<file path="src/rtl/module_bcd_entry_reg.sv">
// Keypad digit-entry register: accumulates BCD digits calculator style, supports
// backspace/clear, and commits the entered number through a valid/ready handshake.
module module_bcd_entry_reg #(
    parameter int unsigned DIGITS = 4,
    parameter int unsigned CNT_W  = $clog2(DIGITS + 1)
) (
    input  logic                  clk,
    input  logic                  rst,
    input  logic                  key_valid,
    input  logic [3:0]            key_code,
    output logic [4*DIGITS-1:0]   bcd_work,
    output logic [CNT_W-1:0]      work_count,
    output logic [4*DIGITS-1:0]   bcd_out,
    output logic [CNT_W-1:0]      out_count,
    output logic                  out_valid,
    input  logic                  out_ready,
    output logic                  busy,
    output logic                  err
);

    localparam int unsigned W = 4 * DIGITS;

    localparam logic [3:0] KeyMaxDigit = 4'h9;
    localparam logic [3:0] KeyBksp     = 4'hA;
    localparam logic [3:0] KeyClear    = 4'hB;
    localparam logic [3:0] KeyEnter    = 4'hC;

    localparam logic [CNT_W-1:0] CntFull = CNT_W'(DIGITS);
    localparam logic [CNT_W-1:0] CntOne  = CNT_W'(1);

    typedef enum logic [0:0] {StEntry, StHold} state_e;

    state_e           state_q, state_d;
    logic [W-1:0]     work_q, work_d;
    logic [CNT_W-1:0] wcnt_q, wcnt_d;
    logic [W-1:0]     out_q, out_d;
    logic [CNT_W-1:0] ocnt_q, ocnt_d;
    logic             valid_q, valid_d;
    logic             err_q, err_d;

    always_ff @(posedge clk) begin
        if (rst) begin
            state_q <= StEntry;
            work_q  <= '0;
            wcnt_q  <= '0;
            out_q   <= '0;
            ocnt_q  <= '0;
            valid_q <= 1'b0;
            err_q   <= 1'b0;
        end else begin
            state_q <= state_d;
            work_q  <= work_d;
            wcnt_q  <= wcnt_d;
            out_q   <= out_d;
            ocnt_q  <= ocnt_d;
            valid_q <= valid_d;
            err_q   <= err_d;
        end
    end

    always_comb begin
        state_d = state_q;
        work_d  = work_q;
        wcnt_d  = wcnt_q;
        out_d   = out_q;
        ocnt_d  = ocnt_q;
        valid_d = valid_q;
        err_d   = 1'b0;

        case (state_q)
            StEntry: begin
                if (key_valid) begin
                    if (key_code <= KeyMaxDigit) begin
                        if (wcnt_q < CntFull) begin
                            work_d = {work_q[W-5:0], key_code};
                            wcnt_d = wcnt_q + CntOne;
                        end else begin
                            err_d = 1'b1;
                        end
                    end else begin
                        case (key_code)
                            KeyBksp: begin
                                if (wcnt_q != '0) begin
                                    work_d = {4'h0, work_q[W-1:4]};
                                    wcnt_d = wcnt_q - CntOne;
                                end else begin
                                    err_d = 1'b1;
                                end
                            end
                            KeyClear: begin
                                work_d = '0;
                                wcnt_d = '0;
                            end
                            KeyEnter: begin
                                // Enter on an empty entry is silently dropped.
                                if (wcnt_q != '0) begin
                                    out_d   = work_q;
                                    ocnt_d  = wcnt_q;
                                    valid_d = 1'b1;
                                    work_d  = '0;
                                    wcnt_d  = '0;
                                    state_d = StHold;
                                end
                            end
                            default: ;
                        endcase
                    end
                end
            end
            StHold: begin
                // Keys are ignored here, including one coincident with out_ready.
                if (out_ready) begin
                    valid_d = 1'b0;
                    state_d = StEntry;
                end
            end
            default: state_d = StEntry;
        endcase
    end

    assign bcd_work   = work_q;
    assign work_count = wcnt_q;
    assign bcd_out    = out_q;
    assign out_count  = ocnt_q;
    assign out_valid  = valid_q;
    assign busy       = (state_q == StHold);
    assign err        = err_q;

endmodule

</file>
<file path="config.mk">
export PLATFORM = sky130hd
export DESIGN_NAME = module_bcd_entry_reg
export DESIGN_NICKNAME = d
export VERILOG_FILES = /design/src/rtl/module_bcd_entry_reg.sv
export SDC_FILE = /design/constraint.sdc
export NUM_CORES = 1
export LEC_CHECK = 0
export ABC_AREA = 1
export CORE_MARGIN = 2
export CORE_UTILIZATION = 48
export DETAILED_ROUTE_END_ITERATION = 16
export PLACE_DENSITY = 0.88
export SYNTH_ARGS = -nofsm -noshare
export SYNTH_HDL_FRONTEND = slang
export SYNTH_SLANG_ARGS = --single-unit
</file>
<file path="constraint.sdc">
create_clock -name clk -period 4.5 [get_ports clk]
set_input_delay 1.125 -clock clk [delete_from_list [all_inputs] [get_ports clk]]
set_output_delay 1.125 -clock clk [all_outputs]
set_load 0.02 [all_outputs]
</file>
## After elaboration in Yosys (flattened, before gate mapping)

Cells that the tools add are included.

- Reduce and logical (&&, ||, !) cells: 6
- Magnitude comparators: 2
- Muxes and demuxes: 26
- Eq/ne operators: 11
- Bitwise gates (word level): 3
- Add/sub/neg operators: 2

Operators by type and width:

| cell | count |
|---|---|
| 16-bit 2-to-1 mux | 4 |
| 16-bit case mux with 3 select lines | 1 |
| 1-bit 2-to-1 mux | 14 |
| 4-bit == test (second input constant) | 3 |
| 3-bit 2-to-1 mux | 4 |
| 5-bit AND reduction | 2 |
| 3-bit case mux with 3 select lines | 1 |
| 2-bit inequality test (second input constant) | 4 |
| 3-bit inequality test (second input constant) | 2 |
| 6-bit AND reduction | 1 |
| 4-bit <= comparator (second input constant) | 1 |
| 2-bit by 1-bit inequality test with 1-bit output (second input constant) | 2 |
| 1-bit case mux with 2 select lines | 2 |
| 4-bit nonzero test | 1 |
| 3-bit by 1-bit adder with 3-bit output (second input constant) | 1 |
| 3-bit less-than comparator (second input constant) | 1 |
| 1-bit inverter | 3 |
| 3-bit nonzero test | 1 |
| 3-bit OR reduction | 1 |
| 3-bit by 1-bit subtractor with 3-bit output (second input constant) | 1 |

- Output and inout bits: 41
- Register bits: 41

## Longest topological paths before layout

- Word-level depth: 6
- Depth in mapped cells: 12

## Worst setup path after synthesis

No wires, ideal clock.

- Kind: in2reg
- Start: in key_code[2]
- End: reg work_q[10] (netlist: bcd_work[10])
- Data required time: 4.387 ns
- Setup slack: 2.379 ns
- Data arrival time: 2.008 ns
- Cell stages on the path: 10
- Setup time: 0.113 ns
- Cell sequence: nor2_2 > inv_1 > nand2_2 > nand2_1 > nand2_1 > nor2_2 > buf_6 > buf_4 > nor2_1 > nor2_1

- Cells in the longest elaborated chain, start to end: 3

Ends and longest elaborated chain:

| what | RTL line | RTL |
|---|---|---|
| from (decl) | 10 | `input logic [3:0] key_code,` |
| 4-bit <= comparator or 4-bit == test (tied branches) | 73, 81 |  |
| 3-bit inequality test (no source line), or another cell as far along | - |  |
| 6-bit AND reduction (no source line) or 16-bit 2-to-1 mux (tied branches) | - |  |
| to (signal assigned) | 52 | `work_q <= work_d;` |
| to (decl) | 34 | `logic [W-1:0] work_q, work_d;` |

Parallel ways exist; a longest one is shown, timed or not.
A chain may end at the register's enable or synchronous reset.

## Worst setup path in the final report

- Start: in key_code[3]
- End: reg out_q[6] (netlist: bcd_out[6])

- Cells in the longest elaborated chain, start to end: 3

Ends and longest elaborated chain:

| what | RTL line | RTL |
|---|---|---|
| 4-bit <= comparator | 73 | `if (key_code <= KeyMaxDigit) begin` |
| 1-bit inverter (no source line) | - |  |
| 5-bit AND reduction (no source line) (*) | - |  |
| to (signal assigned) | 54 | `out_q <= out_d;` |
| to (decl) | 36 | `logic [W-1:0] out_q, out_d;` |

Mark *: on every way between the ends. The rest lies on a longest branch, timed or not.

==> impl_metrics.py <==
metrics = {
    "clock_network": {
        "cts_buffers": 5,
        "cts_buffer_depth": 2,
        "postCtsSetupBuffers": 0,
        "cts_hold_buf": 0,
        "cts_resized": 0,
        "cts_sinks": 41,
        "root_buffer": "clkbuf_8",
        "cts.clk_slew.worst_paths_ns": 0.07,
        "cts_tree": "yes",
        "htree_levels": 2,
        "clock_latency_ns": 0.29,
    },
    "timing": {
        "period_minus_slack_ns": 3.410,
        "skew_ns": 0.001239,
        "relSlewSlack": 0.3684,
        "hold_violations": 0,
        "drv_slew": 0,
        "rsz0062_at_grt": "no",
        "fin_crit_sh": 0.7578,
        "worstMarginPinSlew_ns": 0.9463,
        "final.setup.tns_ns": 0,
        "max_freq_ghz": 0.2933,
        "setup_violations": 0,
    },
    "floorplanning": {
        "die_w_um": 67.32,
        "fp.dieArea_um2": 4531,
        "pin_count": 49,
        "num_rows": 23,
        "core_um2": 3914,
        "initial_core_util": 0.4917,
        "die_h_um": 67.32,
    },
    "synthesis": {
        "syn-num-nets": 312,
        "post-synth-top-count-cell": "nor2_1",
        "synth.distinct_cells": 20,
        "postSynthAreaPerCell_um2": 6.393,
        "yosysTopAreaCell": "dfxtp_1",
        "synth.cell_area_um2": 1924,
        "synth-main-ff-cell": "dfxtp_1",
        "synth_edf_count": 0,
        "synthCells": 301,
        "synth_area_leaders": "dfxtp_1 43%, nor2_1 19%, nand2_1 14%",
        "synth-seq-cells": 41,
        "synth_top_area_share": 0.4265,
        "yosys_warnings": 0,
        "yosysSeqAreaShare": 0.4265,
        "synth_async_sr_flop_share": 0,
        "yosys-top-cells-count": "99 x nor2_1, 72 x nand2_1, 41 x dfxtp_1",
    },
    "pwr": {
        "vdd_drop_max_mv": 0.2062,
        "powerDensity_nw_per_um2": 327.2,
        "p_leak_nw": 1.094,
    },
    "routing": {
        "wire_per_inst_um": 10.59,
        "drc_errors": 0,
        "vias": 1886,
        "top_layer": "met4",
        "routed-wl-met2_um": 1864,
        "drt_iter0_markers": 124,
        "postRouteAntennaNets": 0,
        "vias_per_cell": 4.811,
        "m1WireLength_um": 2002,
        "dr_wl_met3_um": 202,
        "wl_um": 4151,
        "dr.pass1.iters": 4,
    },
    "worst_setup_path": {
        "worstPathArrival_ns": 3.63,
        "end_kind": "flop",
        "cp_max_fo": 29,
        "reg2regPathDepth": 9,
        "required_ns": 4.72,
        "start_kind": "input port",
        "worstSetupPathType": "input port to flop",
    },
    "global_routing": {
        "grt_max_degree": 39,
        "grt_pass1_vias": 1667,
        "grt_pass1_wl_um": 6934,
        "overflow": 0,
        "gr-usage-all-layers": 0.1992,
        "antenna_found_initial": 0,
    },
    "layout": {
        "final_nets": 352,
        "num_antenna_cells": 0,
        "postLayoutCoreUtil": 0.6308,
        "n_fill_cell": 377,
        "syn_to_final_growth_pct": 28.28,
        "multi_input_area_um2": 920.9,
        "final_area_um2": 2469,
        "drive_gt1_frac": 0.03801,
        "fin_cells": 392,
        "seqCellArea_um2": 820.8,
    },
    "place": {
        "place_area_um2": 2386,
        "port_buffers": 48,
        "dp_cells": 384,
        "routabilityCongestion": 0.8018,
        "hpwl_um": 2906,
    },
    "job": {
        "cap_violations": 0,
    },
    "worst_hold_path": {
        "holdPathStages": 2,
        "hp-class": "flop to flop",
    },
    "outcome": {
        "status": "completed",
    },
}
kinds of logic after synthesis:
family | count (synthesis) | synth area share
adders and majority gates | 3 | 0.01951
DFF | 41 | 0.4265
and+or+nand+nor | 182 | 0.3687
xor gates and xnor gates | 1 | 0.004552
buffers and inverters | 41 | 0.09492
AOI/OAI and AO/OA | 33 | 0.08583
flip-flops by register name (all words and copies together) (netlist names):
name	flops
bcd_out	16
bcd_work	16
busy	1
err	1
out_count	3
out_valid	1
work_count	3
power by group:
part / leakage, nW / switching, mW / total, mW / internal [mW]
combinational: 0.715 / 0.102 / 0.174 / 0.0721
clock: 0.0450 / 0.125 / 0.232 / 0.107
sequential: 0.334 / 0.0203 / 0.402 / 0.382
total: 1.09 / 0.247 / 0.808 / 0.561
stage by stage:
| step | setup WS (ns) | hold slack (ns) | power (mW) |
|---|---|---|---|
| floorplan | 2.379 | 0.5457 | 0.5248 |
| global placement | 0.9509 | 0.4670 | 0.5791 |
| detailed placement | 0.7823 | 0.4713 | 0.5835 |
| CTS | 1.102 | 0.4890 | 0.8119 |
| global route | 0.7470 | 0.5086 | 0.8507 |
| finish | 1.090 | 0.4858 | 0.8077 |
path summary, 6_finish.rpt:
path	from	end	slack, ns
min reg2reg	bcd_out[13]	bcd_out[13]	0.49
max reg2reg	work_count[0]	bcd_out[6]	2.27
min	bcd_out[13]	bcd_out[13]	0.49
max	key_code[3]	bcd_out[6]	1.09
routing by layer:
layer,GRT usage,vias to the layer above
li1,-,989
met1,0.2529,831
met2,0.3267,56
met3,0.03833,10
met4,0.09184,0
met5,0,-
worst max-delay path: stages:
cell and delay, ns:
clkdlybuf4s50_1 0.60, inv_2 0.08, nor2_4 0.43, nand3_1 0.37
inv_1 0.67, o21ai_0 0.18, a21oi_1 0.16
cells in the final DEF, fill, tap and decap left out, drive strengths merged:
| cell type | instances |
|---|---|
| ha | 3 |
| inv | 25 |
| a21oi | 13 |
| nand2 | 73 |
| dfxtp | 41 |
| nor2 | 102 |
| buf | 1 |
| o21ai | 20 |
| clkbuf | 6 |
| nor3b | 1 |
| clkinv | 2 |
| xor2 | 1 |
| clkdlybuf4s50 | 48 |
| nand3 | 6 |
layout make-up:
class	instances	share of cell area
tap	50	0.02534
timing repair buffer	49	0.1977
inverter	25	0.03801
clock inverter	2	0.004055
clock buffer	6	0.02940
sequential	41	0.3325
multi-input combinational	219	0.3730
(Power assumes the default switching activity.)
